## src/rtl/addsub_seq_flags.sv

```systemverilog
// Sequential add/subtract unit that processes SLICE bits per clock and reports carry/sign/parity/zero/overflow.
// Optional macro SATURATE_EN clamps z to the signed max/min on signed overflow.
module addsub_seq_flags #(
    parameter int WIDTH = 16,
    parameter int SLICE = 4
) (
    input  logic             clk,
    input  logic             rst_n,
    input  logic             in_valid,
    output logic             in_ready,
    input  logic [WIDTH-1:0] x,
    input  logic [WIDTH-1:0] y,
    input  logic             sub,
    output logic             out_valid,
    input  logic             out_ready,
    output logic [WIDTH-1:0] z,
    output logic             carry,
    output logic             sign,
    output logic             parity,
    output logic             zero,
    output logic             overflow
);

    localparam int N     = WIDTH / SLICE;
    localparam int CNT_W = (N > 1) ? $clog2(N) : 1;
    localparam logic [CNT_W-1:0] LAST_CNT = CNT_W'(N - 1);

`ifdef SATURATE_EN
    localparam logic [WIDTH-1:0] SAT_MAX = {1'b0, {(WIDTH-1){1'b1}}};
    localparam logic [WIDTH-1:0] SAT_MIN = {1'b1, {(WIDTH-1){1'b0}}};
`endif

    typedef enum logic [1:0] {
        IDLE = 2'd0,
        CALC = 2'd1,
        DONE = 2'd2
    } state_t;

    state_t             state_q, state_d;
    logic [WIDTH-1:0]   a_q, a_d;
    logic [WIDTH-1:0]   b_q, b_d;
    logic               cy_q, cy_d;
    logic [CNT_W-1:0]   cnt_q, cnt_d;
    logic [WIDTH-1:0]   z_q, z_d;
    logic               carry_q, carry_d;
    logic               sign_q, sign_d;
    logic               parity_q, parity_d;
    logic               zero_q, zero_d;
    logic               overflow_q, overflow_d;
    logic               in_ready_q, in_ready_d;
    logic               out_valid_q, out_valid_d;

    logic [SLICE-1:0]   a_slice;
    logic [SLICE-1:0]   b_slice;
    logic [SLICE:0]     slice_sum;
    logic [WIDTH-1:0]   z_merged;
    logic [WIDTH-1:0]   z_final;
    logic               ovf_raw;

    // Select the active slice of each latched operand and add it with the rippled carry.
    always_comb begin
        a_slice = '0;
        b_slice = '0;
        for (int i = 0; i < N; i++) begin
            if (cnt_q == CNT_W'(i)) begin
                a_slice = a_q[i*SLICE +: SLICE];
                b_slice = b_q[i*SLICE +: SLICE];
            end
        end
        slice_sum = {1'b0, a_slice} + {1'b0, b_slice} + {{SLICE{1'b0}}, cy_q};
    end

    // The result as it will look once the current slice sum is written back.
    always_comb begin
        z_merged = z_q;
        for (int i = 0; i < N; i++) begin
            if (cnt_q == CNT_W'(i)) begin
                z_merged[i*SLICE +: SLICE] = slice_sum[SLICE-1:0];
            end
        end
        ovf_raw = (a_q[WIDTH-1] == b_q[WIDTH-1]) && (z_merged[WIDTH-1] != a_q[WIDTH-1]);
`ifdef SATURATE_EN
        if (ovf_raw) begin
            z_final = a_q[WIDTH-1] ? SAT_MIN : SAT_MAX;
        end else begin
            z_final = z_merged;
        end
`else
        z_final = z_merged;
`endif
    end

    always_comb begin
        state_d     = state_q;
        a_d         = a_q;
        b_d         = b_q;
        cy_d        = cy_q;
        cnt_d       = cnt_q;
        z_d         = z_q;
        carry_d     = carry_q;
        sign_d      = sign_q;
        parity_d    = parity_q;
        zero_d      = zero_q;
        overflow_d  = overflow_q;
        in_ready_d  = in_ready_q;
        out_valid_d = out_valid_q;

        case (state_q)
            IDLE: begin
                in_ready_d  = 1'b1;
                out_valid_d = 1'b0;
                if (in_valid) begin
                    a_d        = x;
                    b_d        = sub ? ~y : y;
                    cy_d       = sub;
                    cnt_d      = '0;
                    in_ready_d = 1'b0;
                    state_d    = CALC;
                end
            end
            CALC: begin
                cy_d  = slice_sum[SLICE];
                cnt_d = cnt_q + CNT_W'(1);
                z_d   = z_merged;
                if (cnt_q == LAST_CNT) begin
                    // Flags come from the final (possibly clamped) result; carry stays raw.
                    z_d         = z_final;
                    carry_d     = slice_sum[SLICE];
                    sign_d      = z_final[WIDTH-1];
                    parity_d    = ^z_final;
                    zero_d      = (z_final == '0);
                    overflow_d  = ovf_raw;
                    cnt_d       = '0;
                    out_valid_d = 1'b1;
                    state_d     = DONE;
                end
            end
            DONE: begin
                if (out_ready) begin
                    out_valid_d = 1'b0;
                    in_ready_d  = 1'b1;
                    state_d     = IDLE;
                end
            end
            default: begin
                state_d     = IDLE;
                in_ready_d  = 1'b1;
                out_valid_d = 1'b0;
            end
        endcase
    end

    always_ff @(posedge clk or negedge rst_n) begin
        if (!rst_n) begin
            state_q     <= IDLE;
            a_q         <= '0;
            b_q         <= '0;
            cy_q        <= 1'b0;
            cnt_q       <= '0;
            z_q         <= '0;
            carry_q     <= 1'b0;
            sign_q      <= 1'b0;
            parity_q    <= 1'b0;
            zero_q      <= 1'b0;
            overflow_q  <= 1'b0;
            in_ready_q  <= 1'b1;
            out_valid_q <= 1'b0;
        end else begin
            state_q     <= state_d;
            a_q         <= a_d;
            b_q         <= b_d;
            cy_q        <= cy_d;
            cnt_q       <= cnt_d;
            z_q         <= z_d;
            carry_q     <= carry_d;
            sign_q      <= sign_d;
            parity_q    <= parity_d;
            zero_q      <= zero_d;
            overflow_q  <= overflow_d;
            in_ready_q  <= in_ready_d;
            out_valid_q <= out_valid_d;
        end
    end

    assign in_ready  = in_ready_q;
    assign out_valid = out_valid_q;
    assign z         = z_q;
    assign carry     = carry_q;
    assign sign      = sign_q;
    assign parity    = parity_q;
    assign zero      = zero_q;
    assign overflow  = overflow_q;

endmodule

```

## config.mk

```make
export PLATFORM = sky130hd
export DESIGN_NAME = addsub_seq_flags
export DESIGN_NICKNAME = d
export VERILOG_FILES = /design/src/rtl/addsub_seq_flags.sv
export SDC_FILE = /design/constraint.sdc
export NUM_CORES = 1
export LEC_CHECK = 0
export ABC_AREA = 1
export BUFFER_PORTS_ARGS = -buffer_cell sky130_fd_sc_hd__buf_2
export CAP_MARGIN = 20
export CORE_MARGIN = 10
export CORE_UTILIZATION = 45
export CTS_CLUSTER_DIAMETER = 80
export DETAILED_ROUTE_END_ITERATION = 12
export GPL_TIMING_DRIVEN = 0
export PLACE_DENSITY = 0.67
export SETUP_SLACK_MARGIN = 0.4
export SKIP_LAST_GASP = 1
export SYNTH_ARGS = -nofsm -noshare
export SYNTH_HDL_FRONTEND = slang
export SYNTH_SLANG_ARGS = --single-unit
```

## constraint.sdc

```tcl
create_clock -name clk -period 4.01 [get_ports clk]
set_clock_uncertainty 0.05 [all_clocks]
set_input_delay 0.2005 -clock clk [delete_from_list [all_inputs] [get_ports clk]]
set_output_delay 0.2005 -clock clk [all_outputs]
set_load 0.005 [all_outputs]
```

# == Word level (Yosys, flattened, before mapping) ==
# Cells that the tools add are included.
# classes
add_sub_neg,3
bitwise,2
eq_ne,10
n_reduce_logical,12
muxes,28
# ops
cell,n
$mux W4,12
$logic_not A16 Y1,1
$mux W16,1
$not A16 Y16,1
$reduce_xor A16 Y1,1
$mux W2,5
$reduce_and A2 Y1,5
$eq A2 B2 Y1 const B,3
$ne A2 B2 Y1 const B,3
$pmux W2 S3,1
$add A4 B4 Y5,1
$add A5 B1 Y5,1
$mux W1,5
$eq A2 B1 Y1 const B,2
$logic_not A2 Y1,2
$pmux W1 S2,2
$pmux W2 S2,1
$pmux W1 S3,1
$reduce_and A3 Y1,1
$add A2 B1 Y2 const B,1
$reduce_bool A2 Y1,1
$eq A1 B1 Y1,1
$logic_and A1 B1 Y1,1
$ne A1 B1 Y1,1
$not A1 Y1,1
# totals
ff_bits,60

# == Depth between registers and ports, before layout ==
# Gate-level depths: netlist of run 1.
# depth
ltp_word,10
ltp_mapped,30

# == Worst setup path after synthesis of run 1 ==
# Ideal clock, no wire load.
# synth_path
kind,register -> register
start,register cnt_q[0]
end,"register parity_q, in the netlist parity"
n_path_buf,1
slack_ps,493
path_stages_with_launch,27
period_less_slack_ps,3517
arrival_ps,3350
required_time_ps,3843
setup_ps,117
path_cell_list,dfrtp_1 -> inv_1 -> ha_1 -> buf_4 -> inv_1 -> nor2_4 -> nand2_1 -> a21oi_1 -> a21oi_1 -> a21oi_1 -> fa_1 -> fa_1 -> inv_1 -> nand2_1 -> nand2_2 -> inv_1 -> nand2_1 -> o21ai_0 -> ha_1 -> xnor2_1 -> nand2_1 -> nand2_1 -> nand2_1 -> nand2_1 -> nand3_1 -> nand3_1 -> nand2_1
# synth_via
elab_chain_len,9
# synth_lines
element,line,source
"start, declared",43,"logic [CNT_W-1:0] cnt_q, cnt_d;"
"start signal, assigned",173,cnt_q <= cnt_d;
$logic_not A2 Y1,"65, 77",
$mux W4 (4 in series),65,if (cnt_q == CNT_W'(i)) begin
$add A4 B4 Y5,70,"slice_sum = {1'b0, a_slice} + {1'b0, b_slice} + {{SLICE{1'b0}}, cy_q};"
$add A5 B1 Y5,70,
$mux W4,77,if (cnt_q == CNT_W'(i)) begin
$reduce_xor A16 Y1,130,parity_d = ^z_final;
"end signal, assigned",177,parity_q <= parity_d;
"end, declared",47,"logic parity_q, parity_d;"
# Several ways; a longest one is shown, not always the timed one.
# A chain may end at the register's enable or synchronous reset.

# == Worst setup path after layout of run 1 ==
# Same ends and word-level chain as after synthesis.

==> impl_metrics.csv, run 1 <==
group,metric,value,unit
die,die_w,106,um
timing,tightest_slew,584,ps
die,die_height,106,um
timing,fin_tns_setup,0,ps
timing,min_period,3540,ps
flow_run,drv_cap,0,
drt,routed_wl,8510,um
drt,vias,2978,
timing,rsz0062_at_grt,"yes",
grt,grt_max_degree,37,
grt,antenna_found_initial,0,
die,start_util,0.463,
placement,globalplace.congestion,0.832,
finish,multi_input_area,0.00177,mm^2
placement,port_buffers,58,
clocking,cts.clk_slew.worst_paths,70,ps
timing,slew_viol_final,0,
critical_path,arrival,3730,ps
drt,met1_length,3850,um
synthesis,ys_types,30,
synthesis,syn_area,0.00334,mm^2
timing,max_freq,282,MHz
timing,finalCritPeriodShare,0.883,
die,fp.dieArea,0.0113,mm^2
drt,drt-initial-drc-count,124,
clocking,cts_sinks,60,
critical_path,crit_chain,"inv_4 -> ha_4 -> buf_6 -> inv_2 -> nor2_4 -> nand2_1 -> a21oi_2 -> a21oi_1 -> a21oi_1 -> ha_1 -> a21oi_2 -> nand3_2 -> nand2_4 -> nand2_1 -> o21ai_2 -> ha_1 -> xnor2_1 -> nand2_1 -> nand2_1 -> nand2_1 -> nand2_2 -> nand3_2 -> nand3_2 -> nand2_2",
synthesis,ys_ff_latch,60,
drt,post_drt_via_cell_ratio,4.83,
finish,final_nets,566,
timing,slew_headroom,0.611,
die,coreArea,0.00721,mm^2
drt,highest_layer,"met4",
finish,final_cell_mix,"137 x nand2_1, 64 x buf_2, 58 x dfrtp_1",
timing,hold_violations,0,
die,row_count,31,
finish,layout_commonest_cell,"nand2_1",
grt,grt_usage,0.151,
placement,dpl.hpwl,6080,um
grt,grt_pass1_vias,2914,
status,status,"completed",
finish,syn_to_final_growth,35.7,%
drt,wl_met2,4030,um
drt,first_pass_iters,4,
critical_path,crit_required,4200,ps
clocking,cts_max_path_buffers,2,
synthesis,syn-mean-instance-area,8.24,um^2
clocking,root_buffer,"clkbuf_8",
grt,grt_pass1_wl,13800,um
critical_path,cpMostUsedCell,"nand2_1",
timing,setup_viol,0,
grt,overflow,0,
drt,routedWlPerCell,13.8,um
critical_path,cp-end-kind,"register",
die,io_pins,60,
synthesis,yosysSeqAreaShare,0.450,
finish,seq_area,0.00150,mm^2
finish,num-fill-cells,641,
critical_path,critPathMaxStageDelay,470,ps
worst_hold_path,min_path_type,"primary input to register",
synthesis,synth_warnings,0,
critical_path,critPathKind,"register to register",
drt,ant_nets,0,
finish,layout-drive-gt1-share,0.349,
synthesis,postSynthNetCount,458,
drt,wl_met3,470,um
drt,drc,0,
synthesis,netlist_instances,405,
critical_path,path_max_fanout,8,
clocking,cts_tree,"done",
critical_path,slowest_stage,"dfrtp_2",
clocking,insertion_delay,350,ps
finish,num_antenna_cells,0,
clocking,cts_max_level,3,
clocking,numCtsBuffers,9,
critical_path,startpoint_type,"register",
cells by family after synthesis:
logic type / share of synthesized area
buffers and inverters: 0.0663
adder cells (fa/ha/maj): 0.0645
flip-flops: 0.450
AO/OA/AOI/OAI: 0.138
AND/OR/NAND/NOR: 0.228
XOR/XNOR: 0.0525
cell usage after synthesis:
| cell | instances | area, um^2 |
|---|---|---|
| nand2_1 | 147 | 552 |
| dfrtp_1 | 59 | 1480 |
| o21ai_0 | 51 | 255 |
| inv_1 | 23 | 86.3 |
| a21oi_1 | 18 | 90.1 |
| xnor2_1 | 18 | 158 |
| ha_1 | 14 | 175 |
| nand3_1 | 11 | 55.1 |
| buf_2 | 9 | 45.0 |
| nor2_1 | 9 | 33.8 |
| buf_4 | 6 | 45.0 |
| inv_2 | 6 | 22.5 |
| nand3_2 | 6 | 60.1 |
| clkbuf_1 | 3 | 11.3 |
| o211ai_1 | 3 | 22.5 |
| o21ai_2 | 3 | 26.3 |
| a22oi_1 | 2 | 15.0 |
| fa_1 | 2 | 40.0 |
| nand2_2 | 2 | 12.5 |
| nor2_4 | 2 | 22.5 |
| xor2_1 | 2 | 17.5 |
| a211oi_1 | 1 | 7.51 |
| a22o_1 | 1 | 8.76 |
| buf_6 | 1 | 11.3 |
| dfstp_2 | 1 | 26.3 |
| nand4_1 | 1 | 6.26 |
| nor2_8 | 1 | 20.0 |
| o21ai_4 | 1 | 16.3 |
| o21bai_1 | 1 | 7.51 |
| o31ai_2 | 1 | 12.5 |
worst max-delay path: cells and delay by family (launching register included):
| family | cells | cell delay, ps |
|---|---|---|
| xor+xnor | 1 | 170 |
| flops | 1 | 470 |
| buf+inv | 3 | 220 |
| fa+ha+maj | 3 | 720 |
| compound gates | 5 | 650 |
| simple gates | 12 | 1140 |
what timing repair did:
action	CTS	global route
buffers inserted	5	20
resized for setup	29	43
hold buffers	13	0
endpoints found under the setup margin	2	2
pin swaps	15	31
endpoints found under the hold margin	36	0
worst paths after layout:
kind / end / from / slack, ps / cells after the start
min: a_q[2] / x[2] / 10 / 3
min in group asynchronous: z[2] / rst_n / 330 / 2
max in group asynchronous: in_ready / rst_n / 2920 / 3
max reg2reg: parity / cnt_q[0] / 470 / 24
max: parity / cnt_q[0] / 470 / 24
min reg2reg: in_ready / in_ready / 410 / 2
per-stage QoR:
stage	std cells	worst slack [ps]	hold slack [ps]	util	area [um^2]
floorplan	405	493	-145	-	3340
global placement	562	89.2	343	0.520	3750
detailed placement	563	15.5	181	0.523	3770
CTS	597	401	1.13	0.586	4220
global route	617	194	13.4	0.628	4530
finish	617	470	11.0	0.628	4530
layout make-up:
type / count / share of cell area
Timing Repair Buffer: 97 / 0.138
Clock inverter: 6 / 0.0193
Sequential cell: 60 / 0.332
Multi-Input combinational cell: 297 / 0.392
Clock buffer: 10 / 0.0304
Inverter: 29 / 0.0271
Buffer: 19 / 0.0340
Tap cell: 99 / 0.0273
routing by layer:
metal  vias up  GRT usage
met1      1372      0.190
met5         -          0
met2        69      0.236
met3        13     0.0386
met4         0     0.0725
li1       1524          -
flip-flops by register name, summed over array words and instances, names as in the netlist, 2 cells and up:
register  count
a_q          16
b_q          16
z            16
cnt_q         2
state_q       2
Power of run 1 is not shown: default switching activity piles up to over one toggle a cycle in this logic, so the estimate is an artifact.
==> run 2, diff against run 1 <==
CORE_ASPECT_RATIO = 1.1   (was not set)
CORE_MARGIN = not set   (was 10)
==> run 2 against run 1 <==
  * The flow now finishes with violations (design-rule violations)
  * Die area shrank 31%
  * First-iteration DRC count increased by 4.8%
  * Register-to-register slack barely moved
  * Cell count is 2.4% lower
  * Sequential share of layout area shrank 0.064 points
  * Fmax increased by 0.34%
  * Sequential cell count unchanged
  * Non-clock buffer count is 1 lower
  * Routed wire length is 2.9% lower
  * Global-route usage grew 5.9 points
  * Via count increased by 2.2%
  * Critical path depth is 4 lower
==> impl_metrics.csv, run 2 (synthesis results as in run 1) <==
group,metric,value,unit
status,status,"complete, but fails checks",
status,failed_checks,"design-rule violations",
die,coreArea,0.00709,mm^2
finish,layout-drive-gt1-share,0.356,
grt,antenna_found_initial,0,
critical_path,critPathMaxStageDelay,570,ps
finish,num_antenna_cells,0,
drt,ant_nets,0,
die,die_height,92.3,um
drt,drc,14,
clocking,cts_max_level,3,
clocking,numCtsBuffers,9,
die,io_pins,60,
grt,overflow,0,
finish,syn_to_final_growth,35.9,%
timing,slew_viol_final,0,
critical_path,cpMostUsedCell,"nand2_1",
timing,min_period,3530,ps
die,die_w,84.1,um
critical_path,startpoint_type,"register",
die,fp.dieArea,0.00777,mm^2
grt,grt_usage,0.210,
drt,drt-initial-drc-count,130,
clocking,cts_tree,"done",
drt,post_drt_via_cell_ratio,5.06,
placement,dpl.hpwl,5480,um
critical_path,crit_buf_inv,4,
critical_path,path_max_fanout,6,
clocking,cts.clk_slew.worst_paths,70,ps
clocking,cts_sinks,60,
worst_hold_path,min_path_type,"primary input to register",
timing,hold_violations,0,
drt,routedWlPerCell,13.7,um
critical_path,cp-end-kind,"register",
critical_path,crit_required,4190,ps
critical_path,crit_chain,"inv_2 -> ha_2 -> buf_6 -> clkinvlp_4 -> o21ai_2 -> o21ai_2 -> fa_2 -> fa_2 -> inv_4 -> nand2_1 -> o21ai_2 -> ha_4 -> xor2_1 -> nand2_1 -> nand2_1 -> nand2_1 -> nand2_2 -> nand3_1 -> nand3_1 -> nand2_1",
clocking,insertion_delay,350,ps
grt,grt_max_degree,34,
drt,vias,3045,
timing,max_freq,283,MHz
timing,rsz0062_at_grt,"yes",
die,start_util,0.471,
timing,fin_tns_setup,0,ps
clocking,root_buffer,"clkbuf_8",
placement,port_buffers,58,
die,row_count,32,
drt,first_pass_iters,8,
grt,grt_pass1_vias,2693,
timing,slew_headroom,0.586,
timing,tightest_slew,621,ps
critical_path,arrival,3710,ps
finish,final_nets,565,
finish,num-fill-cells,597,
grt,grt_pass1_wl,12700,um
timing,finalCritPeriodShare,0.880,
clocking,cts_max_path_buffers,2,
drt,routed_wl,8260,um
timing,setup_viol,0,
critical_path,slowest_stage,"fa_2",
finish,final_cell_mix,"139 x nand2_1, 64 x buf_2, 58 x dfrtp_1",
flow_run,drv_cap,0,
critical_path,crit_family,"adder cells",
critical_path,critPathKind,"register to register",
placement,globalplace.congestion,0.804,
finish,layout_commonest_cell,"nand2_1",
-- run 2: changes by cell type in the layout (fill, tap and decap cells not counted), sizes merged --
cell	change
clkbuf	+2
dlygate4sd3	-2
buf	+1
clkinv	+1
clkinvlp	-3
-- run 2: final cells by class --
type,instances,area (um^2),share of cell area
Multi-Input combinational cell,297,1790,0.394
Buffer,19,150,0.0331
Sequential cell,60,1500,0.331
Tap cell,85,106,0.0234
Clock inverter,4,70.1,0.0154
Clock buffer,12,165,0.0364
Timing Repair Buffer,96,633,0.140
Inverter,29,120,0.0265
-- run 2: worst paths after layout --
path	cells after the start	startpoint	slack [ps]	end
min reg2reg	2	in_ready	410	in_ready
min	3	x[0]	0.4	a_q[0]
max in group asynchronous	3	rst_n	2960	cnt_q[0]
min in group asynchronous	2	rst_n	340	z[0]
max reg2reg	20	cnt_q[0]	480	parity
max	20	cnt_q[0]	480	parity
-- run 2: what timing repair did --
action | CTS | global route
hold buffers | 10 | 1
pin swaps | 16 | 28
hold endpoints to repair | 35 | 1
resized for setup | 30 | 40
gates cloned | 0 | 1
setup buffers | 4 | 21
setup endpoints to repair | 2 | 2
-- run 2: stage by stage --
stage                     setup WS [ps]  hold WS, ps  instances  instance area (um^2)   util
after global placement             66.9          343        548                  3730  0.527
after floorplan                     493         -145        405                  3340      -
final                               481        0.431        602                  4540  0.640
after global routing                232        -1.17        602                  4540  0.640
after detailed placement           29.9          203        549                  3750  0.530
after CTS                           402       0.0979        579                  4180  0.589
-- run 2: worst min-delay path: stages --
cell and delay (ps):
buf_2 70, nand2_1 50, nand2_1 50
-- run 2: metal layers --
layer	vias up	track usage	share of wire
met2	73	0.338	0.50
met4	0	0.0963	0.018
met3	12	0.0428	0.044
met1	1439	0.273	0.44
met5	-	0	0
li1	1521	-	-
Power of run 2 is left out for the same reason.
